--- config.mk ---
export PLATFORM = sky130hd
export DESIGN_NAME = wptr_full_ctrl
export DESIGN_NICKNAME = d
export VERILOG_FILES = /design/src/rtl/fifo_pkg.sv /design/src/rtl/gray2bin_conv.sv /design/src/rtl/wptr_full_ctrl.sv
export SDC_FILE = /design/constraint.sdc
export NUM_CORES = 1
export LEC_CHECK = 0
export ABC_AREA = 1
export BUFFER_PORTS_ARGS = -buffer_cell sky130_fd_sc_hd__buf_2
export CORE_ASPECT_RATIO = 1.4
export CORE_MARGIN = 2
export CORE_UTILIZATION = 35
export DETAILED_ROUTE_END_ITERATION = 16
export GPL_TIMING_DRIVEN = 0
export HOLD_SLACK_MARGIN = 0.03
export PLACE_DENSITY = 0.63
export SYNTH_ARGS = -nofsm -noshare
export SYNTH_HDL_FRONTEND = slang
export SYNTH_SLANG_ARGS = --single-unit
export TNS_END_PERCENT = 1
--- constraint.sdc ---
create_clock -name wclk -period 2.9 [get_ports wclk]
set_input_delay 0.145 -clock wclk [delete_from_list [all_inputs] [get_ports wclk]]
set_output_delay 0.145 -clock wclk [all_outputs]
set_load 0.05 [all_outputs]
--- src/rtl/fifo_pkg.sv ---
// Shared FIFO definitions for the write- and read-side pointer/flag controllers.
// Contents:
//   ADDRSIZE_DEFAULT  default RAM address width (depth = 2**ADDRSIZE)
//   wstat_t           packed status word {full, afull, ovf}
//   bin2gray          binary-to-Gray conversion on a 32-bit container; callers slice the result
package fifo_pkg;

    localparam int unsigned ADDRSIZE_DEFAULT = 8;

    typedef struct packed {
        logic full;
        logic afull;
        logic ovf;
    } wstat_t;

    function automatic logic [31:0] bin2gray(input logic [31:0] bin);
        return (bin >> 1) ^ bin;
    endfunction

endpackage

--- src/rtl/gray2bin_conv.sv ---
// Combinational Gray-to-binary converter.
// Each binary bit is the XOR of the Gray bits at and above its position.
// Ports:
//   gray  in   WIDTH  Gray-coded value
//   bin   out  WIDTH  binary equivalent
module gray2bin_conv #(
    parameter int unsigned WIDTH = 9
) (
    input  logic [WIDTH-1:0] gray,
    output logic [WIDTH-1:0] bin
);

    always_comb begin
        bin = '0;
        for (int i = 0; i < int'(WIDTH); i++) begin
            // Shift keeps bit i..MSB, zero-fills above, so the reduction is the prefix XOR.
            bin[i] = ^(gray >> i);
        end
    end

endmodule

--- src/rtl/wptr_full_ctrl.sv ---
// Write-side pointer and flag controller of the dual-clock FIFO (wclk domain only).
// Holds the binary write counter and Gray write pointer, drives the RAM write address and
// produces registered full, almost-full, fill level and sticky overflow flags from the
// already-synchronized Gray read pointer.
// Build option: macro WPTR_FULL_LEVEL_EN builds the level/almost-full path; without it
// wlevel and wafull are held at 0 and everything else is unchanged.
// Ports:
//   wclk      in   1           write clock, rising edge
//   wrst_n    in   1           synchronous active-low reset
//   winc      in   1           write request
//   wq2_rptr  in   ADDRSIZE+1  Gray read pointer synchronized into wclk
//   wovf_clr  in   1           clears the sticky overflow flag
//   waddr     out  ADDRSIZE    RAM write address
//   wptr      out  ADDRSIZE+1  registered Gray write pointer
//   wfull     out  1           registered full flag
//   wafull    out  1           registered almost-full flag
//   wlevel    out  ADDRSIZE+1  registered fill level (pessimistic)
//   wovf      out  1           sticky overflow flag
module wptr_full_ctrl
    import fifo_pkg::*;
#(
    parameter int unsigned ADDRSIZE     = ADDRSIZE_DEFAULT,
    parameter int unsigned AFULL_THRESH = 2**ADDRSIZE - 2
) (
    input  logic                wclk,
    input  logic                wrst_n,
    input  logic                winc,
    input  logic [ADDRSIZE:0]   wq2_rptr,
    input  logic                wovf_clr,
    output logic [ADDRSIZE-1:0] waddr,
    output logic [ADDRSIZE:0]   wptr,
    output logic                wfull,
    output logic                wafull,
    output logic [ADDRSIZE:0]   wlevel,
    output logic                wovf
);

    logic [ADDRSIZE:0] wbin;
    logic [ADDRSIZE:0] wbinnext;
    logic [ADDRSIZE:0] wgraynext;
    logic [31:0]       gray_wide;
    logic              accept;
    wstat_t            stat_q;
    wstat_t            stat_d;

    assign accept    = winc & ~stat_q.full;
    assign wbinnext  = wbin + {{ADDRSIZE{1'b0}}, accept};
    assign gray_wide = bin2gray(32'(wbinnext));
    assign wgraynext = gray_wide[ADDRSIZE:0];

`ifdef WPTR_FULL_LEVEL_EN
    localparam logic [ADDRSIZE:0] AFULL_LVL = (ADDRSIZE+1)'(AFULL_THRESH);

    logic [ADDRSIZE:0] rbin_s;
    logic [ADDRSIZE:0] level_next;
    logic [ADDRSIZE:0] level_q;

    gray2bin_conv #(
        .WIDTH (ADDRSIZE + 1)
    ) u_gray2bin_conv (
        .gray (wq2_rptr),
        .bin  (rbin_s)
    );

    // Modulo subtraction; the counter MSB makes a full FIFO read as 2**ADDRSIZE.
    assign level_next = wbinnext - rbin_s;

    always_ff @(posedge wclk) begin
        if (!wrst_n) begin
            level_q <= '0;
        end else begin
            level_q <= level_next;
        end
    end

    assign wlevel = level_q;
`else
    assign wlevel = '0;
`endif

    always_comb begin
        stat_d      = '0;
        // Full when the next pointer equals the read pointer with its two MSBs inverted.
        stat_d.full = (wgraynext == {~wq2_rptr[ADDRSIZE:ADDRSIZE-1], wq2_rptr[ADDRSIZE-2:0]});
`ifdef WPTR_FULL_LEVEL_EN
        stat_d.afull = (level_next >= AFULL_LVL);
`else
        stat_d.afull = 1'b0;
`endif
        // Set beats clear when both happen in the same cycle.
        stat_d.ovf = (winc & stat_q.full) | (stat_q.ovf & ~wovf_clr);
    end

    always_ff @(posedge wclk) begin
        if (!wrst_n) begin
            wbin   <= '0;
            wptr   <= '0;
            stat_q <= '0;
        end else begin
            wbin   <= wbinnext;
            wptr   <= wgraynext;
            stat_q <= stat_d;
        end
    end

    assign waddr  = wbin[ADDRSIZE-1:0];
    assign wfull  = stat_q.full;
    assign wafull = stat_q.afull;
    assign wovf   = stat_q.ovf;

endmodule

## Word-level counts from Yosys, hierarchy flattened

Cells that the tools add are included.

- Bits in registers: 21
- Latch bits: 0
- RAM bits: 0
- Bits in read-only memories: 0
- Memories: 0

- Add/sub/neg operators: 1
- Multipliers: 0
- Divide/modulo/power cells: 0
- Magnitude comparators: 0
- Equal/unequal tests: 1
- Shifts and indexed selects: 0
- Mux-type cells: 0
- Bitwise logic cells: 8
- Reductions and logical operators: 0

Operator list:

| cell | count |
|---|---|
| adder 9 x 1 -> 9 bit | 1 |
| == test 9 bit | 1 |
| XOR 8 x 9 -> 9 bit | 1 |
| bitwise AND 1 bit | 3 |
| NOT 1 bit | 2 |
| NOT 2 bit | 1 |
| OR 1 bit | 1 |

## Logic depth before layout (Yosys ltp)

Gate-level depths: netlist of run 1.

- Word-level depth: 5
- Depth in mapped cells: 16
- Mapped depth without buffers: 16

## Worst setup path before layout of run 1

No wires, ideal clock.

- Path kind: flip-flop to flip-flop
- Start: register stat_q (netlist bit wfull)
- End: register stat_q (netlist bit wfull)
- Setup time: 64 ps
- Arrival: 1978 ps
- Slack: 858 ps
- Cell stages (with the launch flop): 15
- Period minus slack after synthesis: 2042 ps
- Path through: dfxtp_1 nor2_1 ha_1 ha_1 inv_1 nand2_1 nand3_1 nand2_1 nor2_1 nand3_1 nor2_1 nand2_1 nor2_1 nand2_1 nor2_1

- Cells in the longest elaborated chain, start to end: 5

Ends and longest elaborated chain:

| item | line | RTL |
|---|---|---|
| from (decl) | wptr_full_ctrl.sv:43 | `wstat_t stat_q;` |
| from (signal assigned) | wptr_full_ctrl.sv:102 | `stat_q <= stat_d;` |
| NOT 1 bit | wptr_full_ctrl.sv:46 | `assign accept = winc & ~stat_q.full;` |
| bitwise AND 1 bit | wptr_full_ctrl.sv:46 |  |
| adder 9 x 1 -> 9 bit | wptr_full_ctrl.sv:47 | `assign wbinnext = wbin + {{ADDRSIZE{1'b0}}, accept};` |
| named net wbinnext[1] | wptr_full_ctrl.sv:39 | `logic [ADDRSIZE:0] wbinnext;` |
| XOR 8 x 9 -> 9 bit | fifo_pkg.sv:17 | `return (bin >> 1) ^ bin;` |
| == test 9 bit | wptr_full_ctrl.sv:84 | `stat_d.full = (wgraynext == {~wq2_rptr[ADDRSIZE:ADDRSIZE-1], wq2_rptr[ADDRSIZE-2:0]});` |

The timed path passes the listed nets, and every way through them passes these cells.
A chain may end at the register's enable or synchronous reset.

## Final worst setup path of run 1

- Start: register stat_q (netlist bit wfull)
- End: register stat_q (netlist bit wfull)

- Cells in the longest elaborated chain, start to end: 5

Ends and longest elaborated chain:

| item | line |
|---|---|
| NOT 1 bit | wptr_full_ctrl.sv:46 |
| bitwise AND 1 bit | wptr_full_ctrl.sv:46 |
| adder 9 x 1 -> 9 bit | wptr_full_ctrl.sv:47 |
| XOR 8 x 9 -> 9 bit | fifo_pkg.sv:17 |
| == test 9 bit | wptr_full_ctrl.sv:84 |

No other way between the ends.

==> key figures, run 1 <==
Timing
  • Setup TNS: 0 ns
  • Number of setup violations in the final report: 0
  • Minimum clock period: 1.976 ns
  • Hold Worst Slack: 0.1232 ns
  • Number of hold violations in the final report: 0
  • Setup Skew: 0.0006138 ns
  • Max-slew violations: 0
  • RSZ-0062 raised after global routing: false
  • Final period util: 0.6813
  • Maximum operating frequency: 506.2 MHz

Floorplanning
  • Overall die area: 3820 um2
  • Std-Cell Rows: 24
  • Die extent in y: 72.34 um
  • Die width: 52.81 um
  • IO Pins: 42
  • Initial Util: 0.3702
  • Area of the placeable core: 3153 um2

Clocking
  • Inserted Clock Buffers: 3
  • Clock tree from TritonCTS: yes
  • Number of H-tree levels: 1
  • Hold buffers post-CTS: 0
  • Post CTS Setup Buffer Count: 0
  • Source-to-sink clock delay at the later pin of the worst-skew pair: 0.26 ns
  • Clock root cell: sky130_fd_sc_hd__clkbuf_8
  • Total of cells resized after clock tree synthesis: 0
  • Number of clock sinks seen by CTS: 19
  • CTS clk-pin slew, worst paths: 0.08 ns
  • Number of buffers between clock root and the deepest sink: 2

Placement
  • Detailed placement HPWL: 2077 um
  • Number of port buffers: 31
  • Weighted congestion at the end of routability-driven global placement: 0.7669
  • Cell count after placement: 266

Power
  • Leakage Power: 0.8247 nW
  • Switching share of power: 0.3201
  • Power Density: 405.0 nW/um2
  • Clock group share of total power: 0.327
  • Sequential fraction of design power: 0.462
  • Peak ir drop on the vdd network: 0.2149 mV
  • Cell internal power dissipation: 399.6 uW
  • Total Power: 587.8 uW
  • Switching component of the power: 188.2 uW
  • Combinational share of power: 0.211

Synthesis
  • Synth unique cells: 20
  • Fraction of the yosys area taken by sequential cells: 0.3258
  • Register bit total from synthesis: 19
  • Mean instance size in the synthesized netlist: 6.243 um2
  • Netlist area before placement: 1167 um2
  • Synthesis Warnings: 0
  • Cell count after synthesis: 187

Critical path
  • Worst Reg-to-Reg Cells: 13
  • End of the worst register-to-register path: wfull
  • Register-to-Register Setup Slack: 0.92 ns
  • Startpoint kind of the worst setup timing path: flip-flop
  • Crit end category: flip-flop
  • Critical path cell sequence: nor2_1 > ha_1 > ha_1 > nand2_2 > nor2_4 > nand2_1 > nand2_1 > nand2_1 > nand2_1 > nand2_1 > or2_0 > nand3_1 > nor2_1
  • Critical Path AT: 2.14 ns
  • Start of the worst register-to-register path: wfull
  • CP max stage cell: sky130_fd_sc_hd__dfxtp_1
  • Maximum fanout along the worst path: 6
  • WP data required: 3.06 ns
  • Launch point of the critical path: wfull
  • Category of the most critical setup path: flip-flop to flip-flop
  • Delay of the slowest cell on the worst path: 0.33 ns
  • Most prevalent standard cell on the critical path: sky130_fd_sc_hd__nand2_1
  • Critical path endpoint: wfull

Drt
  • DRC violations left: 0
  • Sum of routed wire length over all layers: 2575 um
  • Total number of vias: 1,171
  • Routed len/inst: 9.537 um
  • Detail Route Antenna Nets: 0
  • Starting DRT DRC Count: 22
  • Avg Vias per Cell: 4.337
  • Detailed Routing Iterations Pass 1: 4

Final layout
  • Number of standard cells in the layout, taps in and fillers out: 270
  • Diode count: 0
  • Syn-to-layout area delta: 24.33%
  • Core utilization of the finished layout: 0.4603
  • Nets: 248
  • Fraction of layout instances using a drive strength above 1: 0.2338

Global routing
  • Global-route wire length before repair: 4353 um
  • Global routing usage summed across all routing layers: 0.1490
  • Vias in the first global route: 1,069
  • Remaining global-route overflow: 0
  • Initial antenna violation count: 0
  • Pin count of the biggest net entering global routing: 12

Outcome
  • Outcome: completed

Min path
  • Class of the tightest hold or removal check: input port to flip-flop

Job
  • Max-cap viol count: 0
## how the worst min path moves through the flow
stage                     startpoint      end  slack (ns)  depth (start not counted)
after floorplan               wrst_n  wbin[0]        0.24                          2
after global placement        wrst_n  wbin[1]        0.39                          3
after detailed placement      wrst_n  wbin[1]        0.40                          3
after CTS                     wrst_n  wbin[1]        0.13                          3
after global routing            winc     wovf        0.16                          3
final                         wrst_n  wbin[1]        0.12                          3
## metal layers
| metal | part of all wire | up-vias | global-route usage |
|---|---|---|---|
| li1 | - | 647 | - |
| met1 | 0.42 | 492 | 0.1705 |
| met2 | 0.52 | 27 | 0.2722 |
| met3 | 0.049 | 5 | 0.02881 |
| met4 | 0.014 | 0 | 0.04274 |
| met5 | 0 | - | 0 |
## flip-flops by register name, summed over array words and instances, names as in the netlist
signal	flops
wovf	1
wbin	8
wfull	1
wptr	9
## cells in the final DEF (no fill, tap or decap)
master / Yosys / final
sky130_fd_sc_hd__nand2_2: 3 / 3
sky130_fd_sc_hd__or2_0: 1 / 1
sky130_fd_sc_hd__nand3_1: 21 / 21
sky130_fd_sc_hd__clkinv_2: 0 / 1
sky130_fd_sc_hd__a21oi_1: 9 / 9
sky130_fd_sc_hd__a21o_1: 1 / 1
sky130_fd_sc_hd__clkbuf_1: 1 / 1
sky130_fd_sc_hd__nor2_2: 3 / 3
sky130_fd_sc_hd__o21bai_2: 1 / 1
sky130_fd_sc_hd__and3_1: 1 / 1
sky130_fd_sc_hd__nand3b_1: 2 / 2
sky130_fd_sc_hd__ha_1: 3 / 3
sky130_fd_sc_hd__nor2_4: 1 / 1
sky130_fd_sc_hd__clkbuf_8: 0 / 3
sky130_fd_sc_hd__nand2_1: 68 / 68
sky130_fd_sc_hd__nor2_1: 17 / 17
sky130_fd_sc_hd__inv_1: 23 / 23
sky130_fd_sc_hd__conb_1: 1 / 10
sky130_fd_sc_hd__nand4_1: 1 / 1
sky130_fd_sc_hd__buf_2: 0 / 31
sky130_fd_sc_hd__nand3_2: 1 / 1
sky130_fd_sc_hd__dfxtp_1: 19 / 19
sky130_fd_sc_hd__buf_4: 10 / 10
## synth_stat cells
cell type,number,area share
sky130_fd_sc_hd__nand3_1,21,0.090
sky130_fd_sc_hd__dfxtp_1,19,0.33
sky130_fd_sc_hd__nand2_2,3,0.016
sky130_fd_sc_hd__inv_1,23,0.074
sky130_fd_sc_hd__nor2_1,17,0.055
sky130_fd_sc_hd__ha_1,3,0.032
sky130_fd_sc_hd__a21o_1,1,0.0064
sky130_fd_sc_hd__and3_1,1,0.0054
sky130_fd_sc_hd__conb_1,1,0.0032
sky130_fd_sc_hd__nand3b_1,2,0.013
sky130_fd_sc_hd__nand4_1,1,0.0054
sky130_fd_sc_hd__nor2_2,3,0.016
sky130_fd_sc_hd__buf_4,10,0.064
sky130_fd_sc_hd__or2_0,1,0.0054
sky130_fd_sc_hd__a21oi_1,9,0.039
sky130_fd_sc_hd__o21bai_2,1,0.0096
sky130_fd_sc_hd__nand3_2,1,0.0086
sky130_fd_sc_hd__clkbuf_1,1,0.0032
sky130_fd_sc_hd__nor2_4,1,0.0096
sky130_fd_sc_hd__nand2_1,68,0.22
## final cells by class
type,count,area (um2)
buffer,11,78.83
clock buffer,3,41.29
clock inverter,1,5.005
fill,361,1702
inverter,23,86.33
multi-input combinational,143,655.6
sequential,19,380.4
tap,39,48.80
timing repair buffer,31,155.1
## worst max-delay path: cells and delay by family (launching register included)
kind / cells / cell delay (ns)
fa+ha+maj: 2 / 0.38
simple gates: 11 / 1.17
flops: 1 / 0.33
## cell families after synthesis
family | Yosys count | share of synthesized area
adders and majority gates | 3 | 0.03216
other | 1 | 0.003212
buffers and inverters | 34 | 0.1415
AOI/OAI and AO/OA | 11 | 0.05466
and+or+nand+nor | 119 | 0.4427
DFF | 19 | 0.3258
## power by group through the flow
stage               registers, mW  clock network (mW)  logic [mW]
CTS                         0.271               0.197       0.125
finish                      0.271               0.192       0.124
detailed placement          0.278                   0       0.125
global placement            0.278                   0       0.124
global route                0.272               0.207       0.135
floorplan                   0.301                   0      0.0757
## per-stage QoR
stage / setup slack [ns] / instance area, um2
finish: 0.9243 / 1451
global route: 0.7448 / 1451
CTS: 0.9128 / 1451
detailed placement: 0.9365 / 1405
floorplan: 0.8581 / 1201
global placement: 0.9464 / 1405
Note: power is estimated with default switching activity, not from simulation.
==> inputs of run 2 (changes only) <==
Settings changed: PLACE_DENSITY 0.63 to 0.65.
Clock period 2.9 ns to 1.8 ns, I/O delays scaled along.
==> key figures, run 2 (synthesized netlist as in run 1, its figures left out) <==
Outcome
  • Failing checks: negative setup slack
  • Outcome: complete, but fails checks (was completed)

Global routing
  • Global routing usage summed across all routing layers: 0.1529 (was 0.1490)
  • Vias in the first global route: 1,107 (was 1,069)
  • Initial antenna violation count: 0 (unchanged)
  • Pin count of the biggest net entering global routing: 12 (unchanged)
  • Remaining global-route overflow: 0 (unchanged)
  • Global-route wire length before repair: 4312 um (was 4353 um)

Timing
  • RSZ-0062 raised after global routing: true (was false)
  • Max-slew violations: 0 (unchanged)
  • Final period util: 1.011 (was 0.6813)
  • Setup TNS: -0.02024 ns (was 0 ns)
  • Setup Skew: 0.002375 ns (was 0.0006138 ns)
  • Setup slack of the critical path after layout: -0.02024 ns (was 0.9243 ns)
  • Minimum clock period: 1.820 ns (was 1.976 ns)
  • Number of setup violations in the final report: 1 (was 0)
  • Maximum operating frequency: 549.4 MHz (was 506.2 MHz)
  • Number of hold violations in the final report: 0 (unchanged)

Drt
  • Avg Vias per Cell: 4.385 (was 4.337)
  • Detailed Routing Iterations Pass 1: 4 (unchanged)
  • Routed len/inst: 9.522 um (was 9.537 um)
  • Detail Route Antenna Nets: 0 (unchanged)
  • Total number of vias: 1,184 (was 1,171)
  • DRC violations left: 0 (unchanged)
  • Sum of routed wire length over all layers: 2571 um (was 2575 um)
  • Starting DRT DRC Count: 18 (was 22)

Final layout
  • Diode count: 0 (unchanged)
  • Syn-to-layout area delta: 30.01% (was 24.33%)
  • Nets: 248 (unchanged)
  • Number of flip-flops under the largest register name: 9 (unchanged)
  • Highest-count cells in the layout ignoring fill and taps: 64 x sky130_fd_sc_hd__nand2_1, 31 x sky130_fd_sc_hd__buf_2, 22 x sky130_fd_sc_hd__inv_1, 20 x sky130_fd_sc_hd__nand3_1, 16 x sky130_fd_sc_hd__dfxtp_1 (was 68 x sky130_fd_sc_hd__nand2_1, 31 x sky130_fd_sc_hd__buf_2, 23 x sky130_fd_sc_hd__inv_1, 21 x sky130_fd_sc_hd__nand3_1, 19 x sky130_fd_sc_hd__dfxtp_1)
  • Most common cell after layout, fill and taps aside: sky130_fd_sc_hd__nand2_1 (unchanged)
  • Fraction of layout instances using a drive strength above 1: 0.2944 (was 0.2338)
  • Final design area excluding fillers: 1518 um2 (was 1451 um2)
  • Top Registers: wptr: 9 flops, wbin: 8 flops (unchanged)
  • Core utilization of the finished layout: 0.4813 (was 0.4603)
  • Largest Register: wptr (unchanged)

Floorplanning
  • Die width: 52.81 um (unchanged)
  • Die extent in y: 72.34 um (unchanged)
  • IO Pins: 42 (unchanged)
  • Initial Util: 0.3702 (unchanged)
  • Area of the placeable core: 3153 um2 (unchanged)
  • Overall die area: 3820 um2 (unchanged)
  • Std-Cell Rows: 24 (unchanged)

Job
  • Max-cap viol count: 0 (unchanged)

Clocking
  • Number of buffers between clock root and the deepest sink: 2 (unchanged)
  • Number of clock sinks seen by CTS: 19 (unchanged)
  • CTS clk-pin slew, worst paths: 0.07 ns (was 0.08 ns)
  • Clock root cell: sky130_fd_sc_hd__clkbuf_8 (unchanged)
  • Number of H-tree levels: 1 (unchanged)
  • Clock tree from TritonCTS: yes (unchanged)
  • Post CTS Setup Buffer Count: 0 (unchanged)
  • Inserted Clock Buffers: 3 (unchanged)
  • Hold buffers post-CTS: 0 (unchanged)
  • Source-to-sink clock delay at the later pin of the worst-skew pair: 0.26 ns (about the same)

Critical path
  • Crit path max-delay family: simple AND/OR/NAND/NOR gates (unchanged)
  • Buffering stage count on the worst path with inverters included: 0 (unchanged)
  • Delay of the slowest cell on the worst path: 0.36 ns (was 0.33 ns)
  • Crit end category: flip-flop (unchanged)
  • Category of the most critical setup path: flip-flop to flip-flop (unchanged)
  • Critical path cell sequence: nor2_4 > ha_4 > ha_4 > nand3_1 > nor2_1 > nand2_1 > nand2_1 > nand2_1 > nand3_1 > nand2_1 > nor2_1 > nand2_1 > nor2_2 (was nor2_1 > ha_1 > ha_1 > nand2_2 > nor2_4 > nand2_1 > nand2_1 > nand2_1 > nand2_1 > nand2_1 > or2_0 > nand3_1 > nor2_1)
  • Startpoint kind of the worst setup timing path: flip-flop (unchanged)
  • Critical Path AT: 2.01 ns (was 2.14 ns)
  • WP data required: 1.99 ns (was 3.06 ns)
  • Maximum fanout along the worst path: 4 (was 6)
  • Most prevalent standard cell on the critical path: sky130_fd_sc_hd__nand2_1 (unchanged)
  • CP max stage cell: sky130_fd_sc_hd__dfxtp_4 (was sky130_fd_sc_hd__dfxtp_1)

Power
  • Leakage Power: 0.8402 nW (was 0.8247 nW)
  • Peak ir drop on the vdd network: 0.3653 mV (was 0.2149 mV)
  • Power Density: 632.8 nW/um2 (was 405.0 nW/um2)
  • Total Power: 960.4 uW (was 587.8 uW)

Placement
  • Area after detailed placement: 1431 um2 (was 1405 um2)
  • Detailed placement HPWL: 2014 um (was 2077 um)
  • Number of port buffers: 31 (unchanged)
  • Weighted congestion at the end of routability-driven global placement: 0.7886 (was 0.7669)

Min path
  • Class of the tightest hold or removal check: input port to flip-flop (unchanged)
run 2: cell count changes in the layout (fill, tap and decap cells not counted), moves of 2 or more:
cell,change
sky130_fd_sc_hd__ha_1,-2
sky130_fd_sc_hd__nand2_1,-4
sky130_fd_sc_hd__dfxtp_4,+2
sky130_fd_sc_hd__dfxtp_1,-3
sky130_fd_sc_hd__nand2_2,+3
sky130_fd_sc_hd__nor2_1,-3
sky130_fd_sc_hd__ha_4,+2
sky130_fd_sc_hd__nor2_2,+2
run 2: stage by stage:
stage	hold WS (ns)	instances	setup slack [ns]
global route	0.08286	270	-0.1822
global placement	0.3390	266	-0.1009
finish	0.07172	270	-0.02024
detailed placement	0.3430	266	-0.09994
floorplan	0.1870	196	0.01137
CTS	0.06808	270	0.0001168
run 2: power by group:
group,internal (mW),total [mW],switching [mW]
combinational,0.0689,0.214,0.145
clock,0.154,0.307,0.152
sequential,0.430,0.440,0.00920
run 2: tightest hold or removal path: cells and delay by family:
| kind | cells | cell delay, ns |
|---|---|---|
| simple gates | 1 | 0.04 |
| buf+inv | 2 | 0.10 |
| compound gates | 1 | 0.05 |
run 2: final cells by class:
class | instances | area, um2
Inverter | 23 | 86.33
Sequential cell | 19 | 389.1
Buffer | 11 | 78.83
Clock buffer | 3 | 41.29
Tap cell | 39 | 48.80
Clock inverter | 1 | 5.005
Fill cell | 339 | 1635
Multi-Input combinational cell | 143 | 713.2
Timing Repair Buffer | 31 | 155.1
run 2: what timing repair did:
action / CTS / global route
resized for setup: 10 / 0
pin swaps: 3 / 0
setup endpoints to repair: 1 / 1
run 2: worst paths after layout:
path | startpoint | endpoint | slack [ns] | cells after the start
max reg2reg | wfull | wfull | -0.02 | 13
max | wfull | wfull | -0.02 | 13
min reg2reg | wovf | wovf | 0.47 | 2
min | wovf_clr | wovf | 0.07 | 4
run 2: metal layers:
metal  track usage  vias up  share of wire  wire length (um)
met2        0.2944       27           0.52              1340
met4       0.09117        0          0.027                70
met5             0        -              0                 0
li1              -      651              -                 -
met3       0.02263        6          0.044               112
met1        0.1441      500           0.41              1048
